`config.mk`:
```
export PLATFORM = sky130hd
export DESIGN_NAME = vga_scanout
export DESIGN_NICKNAME = d
export VERILOG_FILES = /design/src/rtl/vga_scanout.sv
export SDC_FILE = /design/constraint.sdc
export NUM_CORES = 1
export LEC_CHECK = 0
export ABC_AREA = 1
export BUFFER_PORTS_ARGS = -buffer_cell sky130_fd_sc_hd__buf_2
export CORE_UTILIZATION = 45
export CTS_BUF_LIST = sky130_fd_sc_hd__clkbuf_4
export CTS_CLUSTER_DIAMETER = 60
export CTS_CLUSTER_SIZE = 10
export DETAILED_ROUTE_END_ITERATION = 8
export GPL_TIMING_DRIVEN = 0
export PLACE_DENSITY = 0.69
export SLEW_MARGIN = 20
export SYNTH_ARGS = -nofsm -noshare
export SYNTH_HDL_FRONTEND = slang
export SYNTH_SLANG_ARGS = --single-unit
```
`constraint.sdc`:
```
create_clock -name pxclk -period 2 [get_ports pxclk]
set_clock_uncertainty 0.2 [all_clocks]
set_input_delay 0.1 -clock pxclk [delete_from_list [all_inputs] [get_ports pxclk]]
set_output_delay 0.1 -clock pxclk [all_outputs]
set_load 0.1 [all_outputs]
```
`src/rtl/vga_scanout.sv`:
```
// rtl/vga_scanout.sv - VGA raster scanout: timing counters, frame-buffer addressing, registered syncs
module vga_scanout #(
    parameter int H_ACTIVE    = 640,
    parameter int H_FP        = 16,
    parameter int H_SYNC      = 96,
    parameter int H_BP        = 48,
    parameter int V_ACTIVE    = 480,
    parameter int V_FP        = 10,
    parameter int V_SYNC      = 2,
    parameter int V_BP        = 33,
    parameter int PIXEL_DEPTH = 8,
    parameter int SYNC_POL    = 0,
    localparam int H_TOTAL          = H_ACTIVE + H_FP + H_SYNC + H_BP,
    localparam int V_TOTAL          = V_ACTIVE + V_FP + V_SYNC + V_BP,
    localparam int PIXEL_ADDR_WIDTH = $clog2(H_ACTIVE * V_ACTIVE)
) (
    input  logic                        pxclk,
    input  logic                        rst_n,
    input  logic                        enable,
    output logic [PIXEL_ADDR_WIDTH-1:0] px_addr,
    input  logic [PIXEL_DEPTH-1:0]      px_data,
    output logic                        hsync,
    output logic                        vsync,
    output logic                        de,
    output logic [PIXEL_DEPTH-1:0]      pixel,
    output logic                        frame_start
);

    localparam int H_CNT_W = $clog2(H_TOTAL);
    localparam int V_CNT_W = $clog2(V_TOTAL);

    localparam logic [H_CNT_W-1:0] H_ACT_C  = H_CNT_W'(H_ACTIVE);
    localparam logic [H_CNT_W-1:0] H_LAST_C = H_CNT_W'(H_TOTAL - 1);
    localparam logic [H_CNT_W-1:0] HS_BEG_C = H_CNT_W'(H_ACTIVE + H_FP);
    localparam logic [H_CNT_W-1:0] HS_END_C = H_CNT_W'(H_ACTIVE + H_FP + H_SYNC - 1);
    localparam logic [V_CNT_W-1:0] V_ACT_C  = V_CNT_W'(V_ACTIVE);
    localparam logic [V_CNT_W-1:0] V_LAST_C = V_CNT_W'(V_TOTAL - 1);
    localparam logic [V_CNT_W-1:0] VS_BEG_C = V_CNT_W'(V_ACTIVE + V_FP);
    localparam logic [V_CNT_W-1:0] VS_END_C = V_CNT_W'(V_ACTIVE + V_FP + V_SYNC - 1);
    localparam logic               SYNC_ACT = (SYNC_POL != 0);

    logic [H_CNT_W-1:0]          hcnt;
    logic [V_CNT_W-1:0]          vcnt;
    logic [H_CNT_W-1:0]          hcnt_nxt;
    logic [V_CNT_W-1:0]          vcnt_nxt;
    logic [PIXEL_ADDR_WIDTH-1:0] addr_nxt;
    logic                        visible;
    logic                        hs_zone;
    logic                        vs_zone;
    logic                        origin;

    always_comb begin
        hcnt_nxt = hcnt + H_CNT_W'(1);
        vcnt_nxt = vcnt;
        if (hcnt == H_LAST_C) begin
            hcnt_nxt = '0;
            vcnt_nxt = (vcnt == V_LAST_C) ? '0 : vcnt + V_CNT_W'(1);
        end
        visible = (hcnt < H_ACT_C) && (vcnt < V_ACT_C);
        hs_zone = (hcnt >= HS_BEG_C) && (hcnt <= HS_END_C);
        vs_zone = (vcnt >= VS_BEG_C) && (vcnt <= VS_END_C);
        origin  = (hcnt == '0) && (vcnt == '0);
        // Address steps only past visible pixels, so after a line's last pixel it
        // already holds the next line's first index; vertical blanking parks it at 0.
        if (vcnt_nxt >= V_ACT_C) begin
            addr_nxt = '0;
        end else if (visible) begin
            addr_nxt = px_addr + PIXEL_ADDR_WIDTH'(1);
        end else begin
            addr_nxt = px_addr;
        end
    end

    always_ff @(posedge pxclk) begin
        if (!rst_n || !enable) begin
            hcnt        <= '0;
            vcnt        <= '0;
            px_addr     <= '0;
            de          <= 1'b0;
            frame_start <= 1'b0;
            hsync       <= ~SYNC_ACT;
            vsync       <= ~SYNC_ACT;
        end else begin
            hcnt        <= hcnt_nxt;
            vcnt        <= vcnt_nxt;
            px_addr     <= addr_nxt;
            // Stage 1 lines up with px_data returned for the address issued this cycle.
            de          <= visible;
            frame_start <= origin;
            hsync       <= hs_zone ? SYNC_ACT : ~SYNC_ACT;
            vsync       <= vs_zone ? SYNC_ACT : ~SYNC_ACT;
        end
    end

    assign pixel = de ? px_data : '0;

endmodule

```
==> results.cfg <==
[floorplanning]
core-area_um2 = 5170
start_util_pct = 47.4
die_w_um = 75.8
die_height_um = 75.8
io_pins = 42
die_area_um2 = 5750
rows = 26

[grt]
use_met2_pct = 34.2
antenna_found_initial = 0
top_usage_layer = met2
met1_usage_pct = 27.0
track_usage_pct = 20.5
grt_pass1_wl_um = 9040
grt_max_degree = 13
met3_usage_pct = 3.44
grt_pass1_vias = 2067
gr-total-overflow = 0

[min_path]
min-delay-start = vcnt[0]
hold_path_class = flip-flop to flip-flop
hold_path_depth = 2
holdPathEnd = vcnt[0]

[synth]
ys_seq_elements = 43
yosysUniqueCellTypes = 32
synth_area_per_cell_um2 = 6.99
yosysTopAreaCell = dfxtp_1
syn_nets = 367
ys_warn_count = 0
yosysSeqAreaShare_pct = 35.1
synth_area_leaders = dfxtp_1 35%, nand2_1 12%, nor2_1 9.3%
post-synth-top-area-fraction_pct = 35.1
syn_area_um2 = 2450
syn_inst = 351

[place]
dp_slack_ps = -145
io_buffers = 41
dp_cells = 462
place_hpwl_um = 3980
place_congestion = 0.878

[detailed_routing]
drt_first_pass_iters = 4
wirelength_um = 5910
drt-initial-drc-count = 85
vias = 2489
antenna_left = 0
avgViaCountPerCell = 5.03
drc = 0
avgRoutedWirePerCell_um = 11.9

[critical_path]
r2r_cells = 12
cp.arrival_ps = 2060
r2r_slack_ps = -3
crit_required_ps = 2060
max_stage_delay_ps = 370
path_class = flip-flop to flip-flop
cp-start-kind = flip-flop
rr_endpoint = px_addr[12]
crit-reg2reg-launch = hcnt[0]
critPathMaxFanout = 5
path_cells = ha_4 -> nand2_4 -> nor2_4 -> nand2_4 -> nor2_8 -> nand3_1 -> nand2_1 -> nand4_2 -> nand2_4 -> buf_12 -> buf_12 -> nor2_4
crit_top_cell = nand2_4
cp-end-kind = flip-flop
slowest_stage = dfxtp_2

[timing]
finalSetupTns_ps = -4.56
setup_viol = 2
fin_crit_ps = 2000
rsz0062_at_grt = yes
worstMarginPinSlew_ps = 494
hold_violations = 0
fin_ws_ps = -2.82
fin_hold_ws_ps = 310
drv_slew = 0
finalCritPeriodShare_pct = 100
relSlewSlack_pct = 67.3
clock.fmax_mhz = 499

[clock_network]
cts.reportedPaths.clkPinSlew_ps = 120
htreeDepth = 2
cts_buffers = 5
clockBufferDepth = 2
clock_latency_ps = 360
cts_sinks = 43
cts_tree = done
cts-root-buf = clkbuf_4

[cells_and_area]
finalNetCount = 440
drive_above_1_share_pct = 34.6
final_cells = 495
num_antenna_cells = 0
area_delta_synth_final_pct = 30.7

[outcome]
violations = setup timing
outcome = finished with violations

[power]
peakVddDrop_mv = 0.340
power_density_nw_per_um2 = 469
p_leak_uw = 0.00135

[run]
drv_cap = 0
metal layers:
metal | up-vias | part of all wire [%]
li1 | 1261 | -
met1 | 1151 | 46
met2 | 67 | 48
met3 | 10 | 5.1
met4 | 0 | 1.3
met5 | - | 0
Yosys cell counts (all sizes together):
cell     number
a211o         1
a211oi        2
a21oi        15
a31oi         1
buf           1
clkbuf        2
dfxtp        43
ha            5
inv          49
mux2i         1
nand2        83
nand3        24
nand4        10
nor2         75
nor3         11
nor3b         3
nor4          3
o2111ai       1
o21ai         1
o21bai        2
o22ai         1
xnor2         5
xor2         12
registers in the layout, summed over array words and instances, names as in the netlist:
name and flops:
px_addr 19, hcnt 10, vcnt 10, de 1, frame_start 1, hsync 1
vsync 1
area by class of cell:
class,instances,area (um^2)
Buffer,3,28.8
Clock buffer,7,52.6
Clock inverter,1,5.00
Fill cell,461,1970
Inverter,49,184
Multi-Input combinational cell,257,1520
Sequential cell,43,896
Tap cell,70,87.6
Timing Repair Buffer,65,429
cells in the final DEF, fill, tap and decap left out, drive strengths merged:
master and n:
a211oi 2, o2111ai 1, nor2 76, inv 49, clkbuf 8, dlygate4sd3 3, xor2 12, buf 64
ha 5, o21ai 1, o22ai 1, clkinv 1, nor3b 3, mux2i 1, nand2 83, a31oi 1
dfxtp 43, a211o 1, xnor2 5, nor3 11, o21bai 2, nand4 10, a21oi 15, nor4 3
nand3 24
through the flow:
step / utilization [%] / total power [uW] / cell area [um^2]
3_5_place_dp: 53.6 / 1040 / 2770
3_3_place_gp: 53.6 / 1040 / 2770
5_1_grt: 61.9 / 1540 / 3200
6_report: 61.9 / 1500 / 3200
2_1_floorplan: - / 1010 / 2480
4_1_cts: 59.5 / 1510 / 3080
where the power goes:
group / leakage, uW / total (uW) / switching [uW] / internal, uW
Combinational: 0.000950 / 184 / 132 / 51.8
Sequential: 0.000360 / 868 / 6.29 / 861
Clock: 0.0000361 / 450 / 285 / 165
Total: 0.00135 / 1500 / 424 / 1080
kinds of logic (layout without fill, tap and decap cells):
logic type	Yosys count	in the layout	share of synthesized area, %
xor+xnor	17	17	6.07
mux	1	1	0.408
buf+inv	52	125	8.62
fa+ha+maj	5	5	2.55
compound gates	24	24	6.02
flops	43	43	35.1
simple gates	209	210	41.2
timing repair:
| item | 4_1_cts | 5_1_grt |
|---|---|---|
| hold buffers | 3 | 0 |
| gates resized for setup | 13 | 32 |
| setup buffers | 14 | 8 |
| pin swaps | 9 | 13 |
| cloned | 2 | 0 |
| endpoints found under the hold margin | 6 | 0 |
| setup endpoints to repair | 10 | 19 |
worst max-delay path: cells and delay by family, from the launching register on:
kind / cells / cell delay (ps)
adder cells (fa/ha/maj): 1 / 160
buffers and inverters: 2 / 250
flip-flops: 1 / 370
AND/OR/NAND/NOR: 9 / 910
worst max-delay path by stage:
stage / start / slack, ps / endpoint / depth (start not counted)
finish: hcnt[0] / -3 / px_addr[12] / 12
global route: hcnt[0] / -90 / px_addr[12] / 12
CTS: hcnt[1] / -30 / px_addr[12] / 14
detailed placement: hcnt[0] / -140 / px_addr[15] / 13
global placement: hcnt[0] / -130 / px_addr[12] / 13
floorplan: px_addr[0] / 40 / px_addr[10] / 9
(Power assumes the default switching activity.)
